<file path="src/rtl/sprite_line_engine.sv">
// sprite_line_engine
// Foreground sprite scanline engine. Each prefetch request builds one
// 256-pixel line of objects into a round-robin line buffer by scanning the
// object attribute memory (OBM) and fetching pattern rows (PMF). Lower object
// index has priority. At most MAX_PER_LINE objects are drawn per line; extra
// hits raise the overflow flag. The display side picks the buffer tagged with
// the current display line and outputs 2-bit RGB plus valid, registered once.
//
// Ports:
//   gpu_clk, rst              clock, synchronous active-high reset
//   prefetch_start_i/y_i      one-cycle build request and the line to build
//   busy_o, done_o            build in progress / one-cycle completion pulse
//   overflow_o                last completed line had too many hits
//   obm_addr_o, obm_data_i    OBM read port (data one cycle after address)
//   pmf_addr_o, pmf_data_i    pattern read port (data one cycle after address)
//   display_x_i, display_y_i  current display coordinate
//   r_o, g_o, b_o, valid_o    foreground pixel, one cycle after the coordinate
module sprite_line_engine #(
    parameter int NUM_OBJECTS   = 64,
    parameter int NUM_LINE_BUFS = 2,
    parameter int MAX_PER_LINE  = 16,
    localparam int OBJ_W = $clog2(NUM_OBJECTS),
    localparam int BUF_W = $clog2(NUM_LINE_BUFS),
    localparam int CNT_W = $clog2(MAX_PER_LINE + 1)
) (
    input  logic             gpu_clk,
    input  logic             rst,
    input  logic             prefetch_start_i,
    input  logic [7:0]       prefetch_y_i,
    output logic             busy_o,
    output logic             done_o,
    output logic             overflow_o,
    output logic [OBJ_W-1:0] obm_addr_o,
    input  logic [31:0]      obm_data_i,
    output logic [7:0]       pmf_addr_o,
    input  logic [15:0]      pmf_data_i,
    input  logic [7:0]       display_x_i,
    input  logic [7:0]       display_y_i,
    output logic [1:0]       r_o,
    output logic [1:0]       g_o,
    output logic [1:0]       b_o,
    output logic             valid_o
);

    typedef enum logic [2:0] {
        S_IDLE, S_CLEAR, S_ADDR, S_EVAL, S_PAT, S_DRAW
    } state_t;

    state_t state_q, state_d;

    // Line buffer entries are {lightness[1:0], rgb[2:0]}
    logic [4:0] lbuf [NUM_LINE_BUFS][256];
    logic [7:0] tag_q [NUM_LINE_BUFS];
    logic [NUM_LINE_BUFS-1:0] tag_vld_q;

    logic [BUF_W-1:0] rptr_q, rptr_next;
    logic [7:0]       line_y_q;
    logic [7:0]       clr_k_q;
    logic [OBJ_W-1:0] obj_j_q;
    logic [CNT_W-1:0] hit_cnt_q;
    logic             ovf_q;
    logic             overflow_q;
    logic             done_q;
    logic [7:0]       pmf_addr_q;
    logic [2:0]       draw_i_q;

    // Attributes of the object being drawn, captured in EVAL
    logic [7:0]  obj_x_q;
    logic        obj_hflip_q;
    logic [2:0]  obj_rgb_q;
    logic [15:0] pat_q;

    // FSM strobes
    logic start_acc, draw_hit, ovf_set, obj_done;

    // Object evaluation
    logic [7:0] obj_y;
    logic [8:0] dy9;
    logic       obj_hit, cnt_full, last_obj;
    logic [2:0] row;

    assign obj_y    = obm_data_i[23:16];
    assign dy9      = {1'b0, line_y_q} - {1'b0, obj_y};
    // Borrow set means line_y < obj.y, so sprites never wrap vertically
    assign obj_hit  = ~dy9[8] && (dy9[7:3] == 5'd0);
    assign cnt_full = (hit_cnt_q == CNT_W'(MAX_PER_LINE));
    assign last_obj = (obj_j_q == OBJ_W'(NUM_OBJECTS - 1));
    assign row      = obm_data_i[9] ? (3'd7 - dy9[2:0]) : dy9[2:0];
    assign rptr_next = (rptr_q == BUF_W'(NUM_LINE_BUFS - 1)) ? '0 : rptr_q + BUF_W'(1);

    // Pixel draw: pattern word arrives in the first DRAW cycle and is held
    logic [15:0] pat_word;
    logic [2:0]  shift;
    logic [1:0]  pix_l;
    logic [8:0]  tx9;
    logic [4:0]  existing;
    logic        draw_we, clr_we;

    assign pat_word = (draw_i_q == 3'd0) ? pmf_data_i : pat_q;
    // Pixel i sits at bit (7-i)*2; with hflip the source column is 7-i,
    // which collapses the shift to i itself
    assign shift    = obj_hflip_q ? draw_i_q : (3'd7 - draw_i_q);
    assign pix_l    = pat_word[{shift, 1'b0} +: 2];
    assign tx9      = {1'b0, obj_x_q} + {6'd0, draw_i_q};
    assign existing = lbuf[rptr_q][tx9[7:0]];
    assign draw_we  = (state_q == S_DRAW) && !tx9[8] && (pix_l != 2'd0)
                      && (existing[4:3] == 2'd0);
    assign clr_we   = (state_q == S_CLEAR);

    always_ff @(posedge gpu_clk) begin
        if (rst) state_q <= S_IDLE;
        else     state_q <= state_d;
    end

    always_comb begin
        state_d   = state_q;
        start_acc = 1'b0;
        draw_hit  = 1'b0;
        ovf_set   = 1'b0;
        obj_done  = 1'b0;
        case (state_q)
            S_IDLE: begin
                if (prefetch_start_i) begin
                    start_acc = 1'b1;
                    state_d   = S_CLEAR;
                end
            end
            S_CLEAR: begin
                if (clr_k_q == 8'd255) state_d = S_ADDR;
            end
            S_ADDR:  state_d = S_EVAL;
            S_EVAL: begin
                if (obj_hit && !cnt_full) begin
                    draw_hit = 1'b1;
                    state_d  = S_PAT;
                end else begin
                    ovf_set  = obj_hit;
                    obj_done = 1'b1;
                end
            end
            S_PAT:   state_d = S_DRAW;
            S_DRAW: begin
                if (draw_i_q == 3'd7) obj_done = 1'b1;
            end
            default: state_d = S_IDLE;
        endcase
        if (obj_done) state_d = last_obj ? S_IDLE : S_ADDR;
    end

    // Build control
    always_ff @(posedge gpu_clk) begin
        if (rst) begin
            rptr_q     <= BUF_W'(NUM_LINE_BUFS - 1);
            tag_vld_q  <= '0;
            clr_k_q    <= '0;
            obj_j_q    <= '0;
            hit_cnt_q  <= '0;
            ovf_q      <= 1'b0;
            overflow_q <= 1'b0;
            done_q     <= 1'b0;
            pmf_addr_q <= '0;
            draw_i_q   <= '0;
        end else begin
            done_q <= obj_done && last_obj;
            if (start_acc) begin
                rptr_q               <= rptr_next;
                tag_vld_q[rptr_next] <= 1'b0;
                hit_cnt_q            <= '0;
                ovf_q                <= 1'b0;
                clr_k_q              <= '0;
                obj_j_q              <= '0;
            end
            if (clr_we) clr_k_q <= clr_k_q + 8'd1;
            if (draw_hit) begin
                hit_cnt_q  <= hit_cnt_q + CNT_W'(1);
                pmf_addr_q <= {obm_data_i[15:11], row};
                draw_i_q   <= '0;
            end
            if (state_q == S_DRAW) draw_i_q <= draw_i_q + 3'd1;
            if (ovf_set) ovf_q <= 1'b1;
            if (obj_done) begin
                if (last_obj) begin
                    tag_vld_q[rptr_q] <= 1'b1;
                    overflow_q        <= ovf_q | ovf_set;
                    obj_j_q           <= '0;
                end else begin
                    obj_j_q <= obj_j_q + OBJ_W'(1);
                end
            end
        end
    end

    // Build datapath
    always_ff @(posedge gpu_clk) begin
        if (start_acc) begin
            tag_q[rptr_next] <= prefetch_y_i;
            line_y_q         <= prefetch_y_i;
        end
        if (draw_hit) begin
            obj_x_q     <= obm_data_i[31:24];
            obj_hflip_q <= obm_data_i[8];
            obj_rgb_q   <= obm_data_i[2:0];
        end
        if (state_q == S_DRAW) pat_q <= pat_word;
        if (clr_we)       lbuf[rptr_q][clr_k_q]  <= 5'd0;
        else if (draw_we) lbuf[rptr_q][tx9[7:0]] <= {pix_l, obj_rgb_q};
    end

    // Display lookup, stage p0: lowest-index buffer whose tag matches wins
    logic             disp_match;
    logic [BUF_W-1:0] disp_sel;
    logic [4:0]       disp_ent;
    logic             disp_on;

    always_comb begin
        disp_match = 1'b0;
        disp_sel   = '0;
        for (int b = NUM_LINE_BUFS - 1; b >= 0; b--) begin
            if (tag_vld_q[b] && (tag_q[b] == display_y_i)) begin
                disp_match = 1'b1;
                disp_sel   = BUF_W'(b);
            end
        end
    end

    assign disp_ent = lbuf[disp_sel][display_x_i];
    assign disp_on  = disp_match && (disp_ent[4:3] != 2'd0);

    // Display stage p1: registered pixel
    logic       vld_p1;
    logic [1:0] r_p1, g_p1, b_p1;

    always_ff @(posedge gpu_clk) begin
        if (rst) begin
            vld_p1 <= 1'b0;
            r_p1   <= '0;
            g_p1   <= '0;
            b_p1   <= '0;
        end else begin
            vld_p1 <= disp_on;
            r_p1   <= disp_on ? (disp_ent[4:3] & {2{disp_ent[2]}}) : 2'd0;
            g_p1   <= disp_on ? (disp_ent[4:3] & {2{disp_ent[1]}}) : 2'd0;
            b_p1   <= disp_on ? (disp_ent[4:3] & {2{disp_ent[0]}}) : 2'd0;
        end
    end

    // conf[2] and color[7:3] carry no meaning for this engine
    logic unused_bits;
    assign unused_bits = ^{obm_data_i[10], obm_data_i[7:3]};

    assign busy_o     = (state_q != S_IDLE);
    assign done_o     = done_q;
    assign overflow_o = overflow_q;
    assign obm_addr_o = obj_j_q;
    assign pmf_addr_o = pmf_addr_q;
    assign valid_o    = vld_p1;
    assign r_o        = r_p1;
    assign g_o        = g_p1;
    assign b_o        = b_p1;

endmodule

</file>
<file path="config.mk">
export PLATFORM = sky130hd
export DESIGN_NAME = sprite_line_engine
export DESIGN_NICKNAME = d
export VERILOG_FILES = /design/src/rtl/sprite_line_engine.sv
export SDC_FILE = /design/constraint.sdc
export NUM_CORES = 2
export LEC_CHECK = 0
export ABC_AREA = 0
export CAP_MARGIN = 5
export CORE_MARGIN = 2
export CORE_UTILIZATION = 40
export CTS_BUF_LIST = sky130_fd_sc_hd__clkbuf_8
export DETAILED_ROUTE_END_ITERATION = 8
export MAX_ROUTING_LAYER = met4
export PLACE_DENSITY_LB_ADDON = 0.12
export SLEW_MARGIN = 20
export SYNTH_ARGS = -nofsm -noshare
export SYNTH_HDL_FRONTEND = slang
export SYNTH_SLANG_ARGS = --single-unit
</file>
<file path="constraint.sdc">
create_clock -name gpu_clk -period 6.5 [get_ports gpu_clk]
set_input_delay 1.3 -clock gpu_clk [delete_from_list [all_inputs] [get_ports gpu_clk]]
set_output_delay 1.3 -clock gpu_clk [all_outputs]
set_load 0.1 [all_outputs]
</file>
==> results.md <==
* Status: finished, final reports clean
* Wire per inst at 34.7 µm
* TritonRoute pass-1 iters at 6
* Crit path DAT at 7.25 ns
* Final worst slack at 0.0185 ns
* Synthesized area at about 120000 µm²
* Vias per inst at 6.43
* CP max FO at 90
* H-tree Lvls at 5
* Vias in the first global route at between 90000 and 100k
* CP Data Required Time at slightly above 7 ns
* Port bufs at 92
* Largest net degree at the start of global routing at 105
* Initial Util at 40.3%
* Gr ovfl total at 0
* CTS resizes at 0
* Crit path capture type: flop
* I/O pin count at between 90 and 100
* Mapped Nets at 10500
* Rows at 203
* Hold EP: tag_vld_q[0]$_SDFF_PP0_
* Fraction of registers with async set/reset at 0%
* Most common flop cell mapped by yosys: edfxtp_1
* Max Fclk at 154 MHz
* Commonest non-fill, non-tap cell in the layout: edfxtp_1
* YS warnings at 0
* Num Clock Sinks at 2659
* Routed vias at 97900
* Filler cells at between 20000 and 30000
* Wirelength, routed at roughly 530 mm
* Post-Route Skew at 0.0838 ns
* Die Width at 559 µm
* Seq cells post-synth at 2659
* Placed Instance Area at 132000 µm²
* Global-route wire length before repair at 723 mm
* Worst R2R Start: draw_i_q[0]$_SDFFE_PP0P_
* Layout cells sized above 1 at roughly 14%
* Setup Buffers After CTS at 0
* Worst hold path type: flop to flop
* Antenna violations before repair at 38
* Core Region at 306000 µm²
* Setup slack, reg-to-reg at 0.02 ns
* RSZ-0062 raised after global routing: no
* Max IR drop VDD at 210 µV
* Post-route cell area at about 140000 µm²
* Setup CP Type: flop to flop
* Hold Path Stages at 2
* Fin. max-slew vios at 0
* Drc violations at 0
* Seq. cell area at around 79000 µm²
* R2r endpoint: lbuf[1][772]$_DFFE_PP_
* CTS max path bufs at 4
* Post-Syn Instances at 10400
* Place WS at -0.207 ns
* Multi-input logic area at 40100 µm²
* DIE HEIGHT at 559 µm
* Reg2reg path depth at 16
* Most frequent cells in the layout: edfxtp_1, nor2_1, nand2_1, buf_4, clkbuf_8
* Setup violators final at 0
* Cell variety after synth at 89
* Num CTS Buffers at between 400 and 500
* Rel. slew slack at 10.7%
* Remaining antenna violation count at 0
* EDFF count, synth at between 2000 and 3000
* Final Cycle Share at 99.7%
* Leakage at around 0.050 µW
* Root Buffer: clkbuf_8
* Fin. Hold Viols at 0
* CTS clk-pin slew, worst paths at 0.06 ns
* Initial DRC count at 14300
* Total track usage at 33.7%
* Dpl hpwl at 350 mm
* Worst skew pair latency at 1.19 ns
* Seq/Total Area, Yosys at 64.3%
* Worst Setup Start Kind: flop
* Avg Inst Size Synth at 11.8 µm²
* Worst hold path startpoint: tag_vld_q[0]$_SDFF_PP0_
* Fin crit period at approximately 6.5 ns
* Placer congestion estimate at 0.987
* # hold bufs at CTS at 0
* Area Growth Syn to Fin at 14.1%
* CTS tree: yes
* Die ar. at 313000 µm²
* Worst slew pin tran at 1.34 ns
* Max-cap violations at 0
* Nets at 10800
* PwrDens at 247 nW/µm²
metal layers:
layer / wire length (µm) / share of wire (%) / global-route usage, % / up-vias
li1: - / - / - / 39900
met1: 195000 / 37 / 42.2 / 49600
met2: 232000 / 44 / 49.4 / 6973
met3: 63700 / 12 / 8.22 / 1502
met4: 36800 / 7.0 / 20.6 / 0
met5: 0 / 0 / - / -
cells in the mapped netlist, drive strengths merged, types with 27 or more instances:
library cell	number	area share, %
mux2	41	0.37
edfxtp	2612	64
nor2b	29	0.15
nand2	888	2.7
nor4	79	0.41
a311oi	27	0.19
or4	30	0.18
and3	260	1.3
a32oi	38	0.27
o311ai	47	0.33
clkbuf	543	1.7
inv	32	0.097
o22ai	35	0.18
buf	383	1.8
nor2	2475	7.5
mux4	231	4.2
a31o	36	0.26
a221o	35	0.28
mux2i	214	1.7
o2111ai	29	0.21
dfxtp	47	0.76
nand4	35	0.18
nor3	288	1.2
o211ai	37	0.23
a31oi	441	2.2
o21ai	178	0.72
a21oi	245	1.0
a22oi	33	0.20
nand3	421	1.8
a211oi	338	2.1
where the power goes:
group          total [µW]  switching (µW)  internal [µW]
clock               14500            7300           7180
combinational        1700            1220            482
sequential          18600            36.6          18600
total               34800            8560          26200
cell type report:
type	count	area share, %
Clock buffer	464	4.54
Timing Repair Buffer	727	5.27
Multi-Input combinational cell	6826	28.5
Tap cell	4100	3.64
Antenna cell	53	0.0942
Clock inverter	360	1.44
Sequential cell	2659	56.4
Inverter	33	0.0978
worst max-delay path by stage:
stage	from	end	slack [ns]
floorplan	display_y_i[1]	b_o[0]$_SDFF_PP0_	2.22
global placement	display_y_i[1]	r_o[0]$_SDFF_PP0_	-0.19
detailed placement	display_y_i[1]	r_o[0]$_SDFF_PP0_	-0.21
CTS	draw_i_q[0]$_SDFFE_PP0P_	lbuf[0][563]$_DFFE_PP_	0.28
global route	draw_i_q[0]$_SDFFE_PP0P_	lbuf[1][772]$_DFFE_PP_	0.04
finish	draw_i_q[0]$_SDFFE_PP0P_	lbuf[1][772]$_DFFE_PP_	0.02
kinds of logic (layout without fill, tap and decap cells):
logic type      count (synthesis)  in the layout  share of synthesized area, %
fa+ha+maj                      25             25                         0.266
compound gates               1701           1701                          9.48
simple gates                 4581           4581                          15.8
mux                           486            486                          6.33
other cells                     0             53                             0
buf+inv                       959           1584                          3.51
flops                        2659           2659                          64.3
xor+xnor                       33             33                         0.240
sequential cells by signal, summed over array words and instances, names as in the netlist, 3 cells and up, named ones only:
name / cells
clr_k_q: 8
draw_i_q: 3
hit_cnt_q: 5
lbuf: 2560
line_y_q: 8
obj_rgb_q: 3
obj_x_q: 8
obm_addr_o: 6
pat_q: 16
pmf_addr_o: 8
state_q: 3
tag_q: 16
worst max-delay path, cell delays in order, from the launching register on:
cell	delay, ns
dfxtp_1	0.39
ha_4	0.20
fa_4	0.96
nand2b_1	0.39
buf_4	0.36
o22ai_1	0.15
a2111oi_0	0.47
o21ai_0	0.43
nand3_1	0.28
a311o_1	0.19
a21oi_1	0.08
nor4_1	0.29
and3b_4	0.36
buf_12	0.38
buf_4	0.24
a31oi_1	0.10
nor2_1	0.56
metrics by stage:
step / cells / power [µW] / hold slack (ns) / util, % / TNS [ns]
2_1_floorplan: 10400 / 19700 / 0.440 / - / 0
5_1_grt: 15200 / 35600 / 0.502 / 45.9 / 0
4_1_cts: 15200 / 34800 / 0.479 / 45.9 / 0
3_5_place_dp: 14300 / 20600 / 0.472 / 43.2 / -0.528
6_report: 15200 / 34800 / 0.480 / 45.9 / 0
3_3_place_gp: 14300 / 20600 / 0.463 / 43.2 / -0.621
No activity file was read; power rests on OpenSTA's default activity.
